===== config.mk =====
export PLATFORM = sky130hd
export DESIGN_NAME = rrag_rep_seq
export DESIGN_NICKNAME = d
export VERILOG_FILES = /design/src/rtl/rrag_pkg.sv /design/src/rtl/rrag_rep_addr_step.sv /design/src/rtl/rrag_rep_seq.sv
export SDC_FILE = /design/constraint.sdc
export NUM_CORES = 1
export LEC_CHECK = 0
export CORE_UTILIZATION = 39
export DETAILED_ROUTE_END_ITERATION = 10
export PLACE_DENSITY = 0.61
export SETUP_SLACK_MARGIN = 0.15
export SLEW_MARGIN = 20
export SYNTH_ARGS = -nofsm -noshare
export SYNTH_HDL_FRONTEND = slang
export SYNTH_SLANG_ARGS = --single-unit

===== constraint.sdc =====
create_clock -name clk -period 6 [get_ports clk]
set_input_delay 0.9 -clock clk [delete_from_list [all_inputs] [get_ports clk]]
set_output_delay 0.9 -clock clk [all_outputs]
set_load 0.01 [all_outputs]

===== src/rtl/rrag_pkg.sv =====
// Shared types for the REP string sequencer: FSM states, REP condition
// encodings and the element-size to stride decode.
package rrag_pkg;

  localparam int unsigned STRIDE_W = 4;

  typedef enum logic [1:0] {
    ST_IDLE    = 2'd0,
    ST_ISSUE   = 2'd1,
    ST_WAIT_ZF = 2'd2,
    ST_FIN     = 2'd3
  } rrag_state_e;

  typedef enum logic [1:0] {
    COND_REP   = 2'd0,
    COND_REPE  = 2'd1,
    COND_REPNE = 2'd2,
    COND_RSVD  = 2'd3
  } rrag_cond_e;

  // Element size exponent to byte stride (1/2/4/8).
  function automatic logic [STRIDE_W-1:0] stride_of(input logic [1:0] opsize);
    logic [STRIDE_W-1:0] s;
    case (opsize)
      2'd0:    s = 4'd1;
      2'd1:    s = 4'd2;
      2'd2:    s = 4'd4;
      default: s = 4'd8;
    endcase
    return s;
  endfunction

endpackage


===== src/rtl/rrag_rep_addr_step.sv =====
// Combinational +/- stride step for one string pointer; in 16b addressing
// only bits [15:0] wrap and the upper bits are held.
module rrag_rep_addr_step
  import rrag_pkg::*;
#(
  parameter int unsigned ADDR_W = 32
) (
  input  logic [ADDR_W-1:0] addr,
  input  logic [1:0]        opsize,
  input  logic              df,
  input  logic              addrmode,
  output logic [ADDR_W-1:0] next_c
);

  logic [ADDR_W-1:0] stride;
  logic [ADDR_W-1:0] sum;

  always_comb begin
    stride = ADDR_W'(stride_of(opsize));
    sum    = df ? (addr - stride) : (addr + stride);
    if (addrmode) next_c = sum;
    else          next_c = {addr[ADDR_W-1:16], sum[15:0]};
  end

endmodule


===== src/rtl/rrag_rep_seq.sv =====
// REP-prefixed string instruction sequencer for the RR/AG stage.
// Define RRAG_REP_COND_EN to honour REPE/REPNE termination on ZF.
module rrag_rep_seq
  import rrag_pkg::*;
#(
  parameter int unsigned ADDR_W        = 32,
  parameter int unsigned MAX_SIZE_LOG2 = 3
) (
  input  logic              clk,
  input  logic              clr,
  input  logic              start,
  input  logic [ADDR_W-1:0] rep_count,
  input  logic [ADDR_W-1:0] src_offs,
  input  logic [ADDR_W-1:0] dst_offs,
  input  logic [1:0]        opsize,
  input  logic              df,
  input  logic              addrmode,
  input  logic [1:0]        cond,
  input  logic              out_ready,
  input  logic              flush,
  input  logic              zf_valid,
  input  logic              zf,
  output logic              busy,
  output logic              iter_valid,
  output logic [ADDR_W-1:0] iter_src,
  output logic [ADDR_W-1:0] iter_dst,
  output logic [ADDR_W-1:0] iter_cnt,
  output logic              iter_last,
  output logic              done
);

  rrag_state_e       state_q, state_d;
  logic [ADDR_W-1:0] cnt_q, cnt_d;
  logic [ADDR_W-1:0] src_q, src_d;
  logic [ADDR_W-1:0] dst_q, dst_d;
  logic [ADDR_W-1:0] iter_cnt_q, iter_cnt_d;
  logic [1:0]        size_q, size_d;
  logic              df_q, df_d;
  logic              amode_q, amode_d;
  logic              busy_q, busy_d;
  logic              valid_q, valid_d;
  logic              last_q, last_d;
  logic              done_q, done_d;
  logic [ADDR_W-1:0] src_step_c, dst_step_c;
  logic [ADDR_W-1:0] eff_cnt_c;
  logic [1:0]        size_cap_c;

`ifdef RRAG_REP_COND_EN
  rrag_cond_e cond_q, cond_d;
  logic       zf_cond_c;
  logic       zf_stop_c;
`else
  logic       unused_ok;
  assign unused_ok = &{1'b0, cond, zf_valid, zf};
`endif

  rrag_rep_addr_step #(.ADDR_W(ADDR_W)) u_src_step (
    .addr(src_q), .opsize(size_q), .df(df_q), .addrmode(amode_q), .next_c(src_step_c)
  );

  rrag_rep_addr_step #(.ADDR_W(ADDR_W)) u_dst_step (
    .addr(dst_q), .opsize(size_q), .df(df_q), .addrmode(amode_q), .next_c(dst_step_c)
  );

  // 16b addressing uses only CX; oversized opsize is clamped to the supported max.
  always_comb begin
    eff_cnt_c  = addrmode ? rep_count : {{(ADDR_W-16){1'b0}}, rep_count[15:0]};
    size_cap_c = ((MAX_SIZE_LOG2 < 3) && (opsize > 2'(MAX_SIZE_LOG2))) ? 2'(MAX_SIZE_LOG2)
                                                                      : opsize;
  end

`ifdef RRAG_REP_COND_EN
  always_comb begin
    zf_cond_c = (cond_q == COND_REPE) || (cond_q == COND_REPNE);
    zf_stop_c = ((cond_q == COND_REPE) && !zf) || ((cond_q == COND_REPNE) && zf) ||
                (cnt_q == '0);
  end
`endif

  always_comb begin
    state_d    = state_q;
    cnt_d      = cnt_q;
    src_d      = src_q;
    dst_d      = dst_q;
    iter_cnt_d = iter_cnt_q;
    size_d     = size_q;
    df_d       = df_q;
    amode_d    = amode_q;
    busy_d     = busy_q;
    valid_d    = valid_q;
    last_d     = last_q;
    done_d     = 1'b0;
`ifdef RRAG_REP_COND_EN
    cond_d     = cond_q;
`endif

    case (state_q)
      ST_IDLE: begin
        busy_d  = 1'b0;
        valid_d = 1'b0;
        if (start) begin
          cnt_d   = eff_cnt_c;
          src_d   = src_offs;
          dst_d   = dst_offs;
          size_d  = size_cap_c;
          df_d    = df;
          amode_d = addrmode;
`ifdef RRAG_REP_COND_EN
          cond_d  = rrag_cond_e'(cond);
`endif
          busy_d  = 1'b1;
          last_d  = (eff_cnt_c == ADDR_W'(1));
          if (eff_cnt_c == '0) begin
            iter_cnt_d = '0;
            state_d    = ST_FIN;
            done_d     = 1'b1;
          end else begin
            iter_cnt_d = eff_cnt_c - ADDR_W'(1);
            state_d    = ST_ISSUE;
            valid_d    = 1'b1;
          end
        end
      end

      ST_ISSUE: begin
        if (out_ready) begin
          cnt_d      = cnt_q - ADDR_W'(1);
          src_d      = src_step_c;
          dst_d      = dst_step_c;
          iter_cnt_d = cnt_q - ADDR_W'(2);
          last_d     = (cnt_q == ADDR_W'(2));
`ifdef RRAG_REP_COND_EN
          if (zf_cond_c) begin
            state_d = ST_WAIT_ZF;
            valid_d = 1'b0;
          end else
`endif
          if (last_q) begin
            state_d = ST_FIN;
            valid_d = 1'b0;
            done_d  = 1'b1;
          end
        end
      end

`ifdef RRAG_REP_COND_EN
      ST_WAIT_ZF: begin
        if (zf_valid) begin
          if (zf_stop_c) begin
            state_d = ST_FIN;
            done_d  = 1'b1;
          end else begin
            state_d = ST_ISSUE;
            valid_d = 1'b1;
          end
        end
      end
`endif

      ST_FIN: begin
        state_d = ST_IDLE;
        busy_d  = 1'b0;
        valid_d = 1'b0;
      end

      default: begin
        state_d = ST_IDLE;
        busy_d  = 1'b0;
        valid_d = 1'b0;
      end
    endcase

    // Flush wins over start and transfer.
    if (flush) begin
      state_d = ST_IDLE;
      busy_d  = 1'b0;
      valid_d = 1'b0;
      done_d  = 1'b0;
    end
  end

  always_ff @(posedge clk or negedge clr) begin
    if (!clr) begin
      state_q    <= ST_IDLE;
      cnt_q      <= '0;
      src_q      <= '0;
      dst_q      <= '0;
      iter_cnt_q <= '0;
      size_q     <= '0;
      df_q       <= 1'b0;
      amode_q    <= 1'b0;
      busy_q     <= 1'b0;
      valid_q    <= 1'b0;
      last_q     <= 1'b0;
      done_q     <= 1'b0;
`ifdef RRAG_REP_COND_EN
      cond_q     <= COND_REP;
`endif
    end else begin
      state_q    <= state_d;
      cnt_q      <= cnt_d;
      src_q      <= src_d;
      dst_q      <= dst_d;
      iter_cnt_q <= iter_cnt_d;
      size_q     <= size_d;
      df_q       <= df_d;
      amode_q    <= amode_d;
      busy_q     <= busy_d;
      valid_q    <= valid_d;
      last_q     <= last_d;
      done_q     <= done_d;
`ifdef RRAG_REP_COND_EN
      cond_q     <= cond_d;
`endif
    end
  end

  assign busy       = busy_q;
  assign iter_valid = valid_q;
  assign iter_src   = src_q;
  assign iter_dst   = dst_q;
  assign iter_cnt   = iter_cnt_q;
  assign iter_last  = last_q;
  assign done       = done_q;

endmodule


==> reports/metrics.cfg <==
[run_status]
status = completed

[synth]
avgSynthCellArea_um2 = 7.78
synth_warnings = 0
ys_seq_area_share_pct = 31.8
synth_edf_count = 0
yosysTopAreaCellShare_pct = 31.8
yosys.area.top_type = dfrtp_1
synth_nets = 1570
synth_area_um2 = 10900
synth_seq_cells = 138
synthCells = 1394
synth.distinct_cells = 75
synth_ff_type = dfrtp_1
synth.top_cells.by_area = dfrtp_1, ha_1, a21oi_1
synth-async-reset-ratio_pct = 100

[final_layout]
drive_gt1_share_pct = 4.86
multi_input_area_um2 = 6990
final_net_count = 1728
final_area_um2 = 13800
syn2layout_area_growth_pct = 27.2
stdcell_count = 1939
regArea_um2 = 3450
n_fill_cell = 2620

[clocking]
clkSlewWorstSetupHoldPaths_ns = 0.06
cts_resized = 0
clock_path_buffers = 2
cts_num_sinks = 138
htree_levels = 4
cts_root_buf = clkbuf_16
cts_tree = done
numCtsBuffers = 17
clk_latency_ns = 0.43
postCtsSetupBuffers = 0
cts_hold_buf = 0

[routing]
drc = 0
drt-initial-drc-count = 800
ant_nets = 0
viasPerCell = 5.65
wirelength_um = 34600
vias = 11000
wire_per_inst_um = 17.8
dr.pass1.iters = 5

[global_route]
grt_max_degree = 94
antenna_found_initial = 1
grt-ovfl-total = 0
grt_pass1_wl_um = 55000
gr-usage-all-layers_pct = 24.3
grt_pass1_vias = 10400

[job]
drv_cap = 0

[sta]
max_freq_ghz = 0.236
rsz0062_at_grt = no
setup_violations = 0
worst_slew_pin_slew_ns = 1.07
fin_crit_sh_pct = 70.5
setup_tns_ns = 0
fin_hold_ws_ns = 0.482
slew-limit-headroom_pct = 28.7
slew_violations = 0
min_period_ns = 4.23
hold_viol = 0
finClkSkew_ns = 0.0119

[pwr]
p_int_mw = 3.22
p_switching_mw = 2.24
switching_share_pct = 41.1
ir_worst_vdd_uv = 170
power_frac_seq_pct = 26.7
power.density_nw_per_um2 = 396
p_clk_share_pct = 20.7
total_leakage_power_nw = 5.65
combPwrFrac_pct = 52.6

[die]
num_io_pins = 209
num_rows = 60
die_w_um = 169
start_util_pct = 40.0
die-area_um2 = 28500
die_h_um = 169
core_area_um2 = 27100

[critical_path]
critical-path-max-stage-delay_ns = 0.73
cp_num_buf_inv = 0
crit_path_end_kind = flip-flop
crit_type = reg2reg
crit_top_cell = xnor2_1
critPathTopFamily = compound AO/OA/AOI/OAI gates
crit_arrival_ns = 4.53
crit_path_cell_trace = nor2b_1 > nor2_1 > xnor2_1 > ha_1 > o31ai_1 > a31oi_1 > a22o_1 > a21oi_1 > o21ai_2 > a2111oi_2 > o41ai_1 > xnor2_1 > o22ai_1
required_ns = 6.30
cp_max_fo = 28
cp_slowest_cell = dfrtp_2
crit_path_start_kind = flip-flop

[place]
dp.cells = 1905
dp_hpwl_um = 24400
placed_area_um2 = 13200
port_buffers = 204
globalplace.congestion = 0.917

[worst_hold_path]
worstHoldPathType = reg2reg

## power groups by stage
stage	clock network, mW	logic [mW]	registers [mW]
global placement	0	2.83	1.47
CTS	1.15	2.87	1.46
floorplan	0	1.86	1.49
finish	1.13	2.87	1.46
global route	1.19	3.20	1.49
detailed placement	0	2.85	1.47
## synth_stat cells (3+ instances only)
cell type,number
nand2b_1,11
mux2_2,5
o2111ai_1,3
or2_2,3
or4_1,3
o21bai_1,5
nand2_1,161
nor3_1,40
xnor2_1,62
dfrtp_1,138
a31oi_1,31
nand3_1,26
xor2_1,36
a211oi_1,10
o31ai_1,10
buf_2,3
nand4_1,7
a22oi_1,10
a32oi_1,8
or3_1,10
and2_1,6
buf_1,12
o21ai_0,126
and3_1,18
ha_1,67
nor2b_1,9
buf_6,3
a221oi_1,17
a21o_1,31
nor2_1,173
o221ai_1,9
o22ai_1,11
clkbuf_1,59
a21oi_1,157
o21a_1,11
inv_1,33
nor4_1,18
## registers in the layout, summed over array words and instances (netlist names), 2 cells and up
signal and flops:
iter_src 32, iter_cnt 32, size_q 2, state_q 2, cnt_q 32, iter_dst 32
## worst register-to-register path, cell delays in order, from the launching register on
cell and delay (ns):
dfrtp_2 0.73, nor2b_1 0.60, nor2_1 0.11, xnor2_1 0.16, ha_1 0.24, o31ai_1 0.38, a31oi_1 0.30, a22o_1 0.26
a21oi_1 0.26, o21ai_2 0.14, a2111oi_2 0.48, o41ai_1 0.17, xnor2_1 0.19, o22ai_1 0.09
## placed cells by master (no fill, tap or decap), types with 13 or more instances in the layout
master           instances
clkbuf_16               17
nor4_1                  18
a21o_1                  30
a31oi_1                 31
dfrtp_1                137
inv_1                   33
clkdlybuf4s50_1        203
o21ai_0                125
xor2_1                  36
a221oi_1                17
a21oi_1                156
xnor2_1                 62
nor2_1                 171
nor3_1                  40
ha_1                    67
buf_4                   13
and3_1                  18
nand3_1                 26
nand2_1                161
## area by class of cell
type / instances / share of cell area, %
Tap cell: 372 / 3.37
Inverter: 33 / 0.898
Timing Repair Buffer: 217 / 15.5
Clock buffer: 22 / 3.44
Antenna cell: 2 / 0.0363
Clock inverter: 10 / 1.02
Sequential cell: 138 / 25.0
Multi-Input combinational cell: 1145 / 50.7
## worst paths after layout
path | start | end | slack [ns] | cells past startpoint
worst max-delay path | df_q$_DFFE_PN0P_ | iter_dst[30]$_DFFE_PN0P_ | 1.77 | 13
worst min-delay path | iter_cnt[23]$_DFFE_PN0P_ | iter_cnt[23]$_DFFE_PN0P_ | 0.48 | 2
worst max register to register | df_q$_DFFE_PN0P_ | iter_dst[30]$_DFFE_PN0P_ | 1.77 | 13
worst min register to register | iter_cnt[23]$_DFFE_PN0P_ | iter_cnt[23]$_DFFE_PN0P_ | 0.48 | 2
max in group asynchronous | clr | df_q$_DFFE_PN0P_ | 4.19 | 2
min in group asynchronous | clr | iter_src[18]$_DFFE_PN0P_ | 0.50 | 1
## through the flow
step | util [%] | worst slack, ns | total power [mW]
after floorplan | - | 1.90 | 3.35
after global placement | 48.6 | 1.39 | 4.29
after detailed placement | 48.6 | 1.34 | 4.32
after CTS | 50.9 | 1.79 | 5.48
after global routing | 50.9 | 1.38 | 5.88
final | 50.9 | 1.77 | 5.46
## cells by family after synthesis
logic type,count (synthesis),share of synthesized area (%)
and+or+nand+nor,502,21.2
AOI/OAI and AO/OA,469,26.3
DFF,138,31.8
buffers and inverters,111,4.09
xor gates and xnor gates,98,7.91
adders and majority gates,68,7.82
muxes,8,0.911
## routing by layer
layer	vias to the layer above	global-route usage, %	share of wire (%)
met3	50	3.53	6.2
met2	374	39.8	46
met5	-	0	0
li1	5372	-	-
met1	5155	32.9	46
met4	0	7.75	2.1
Power figures use the tool's default switching activity.
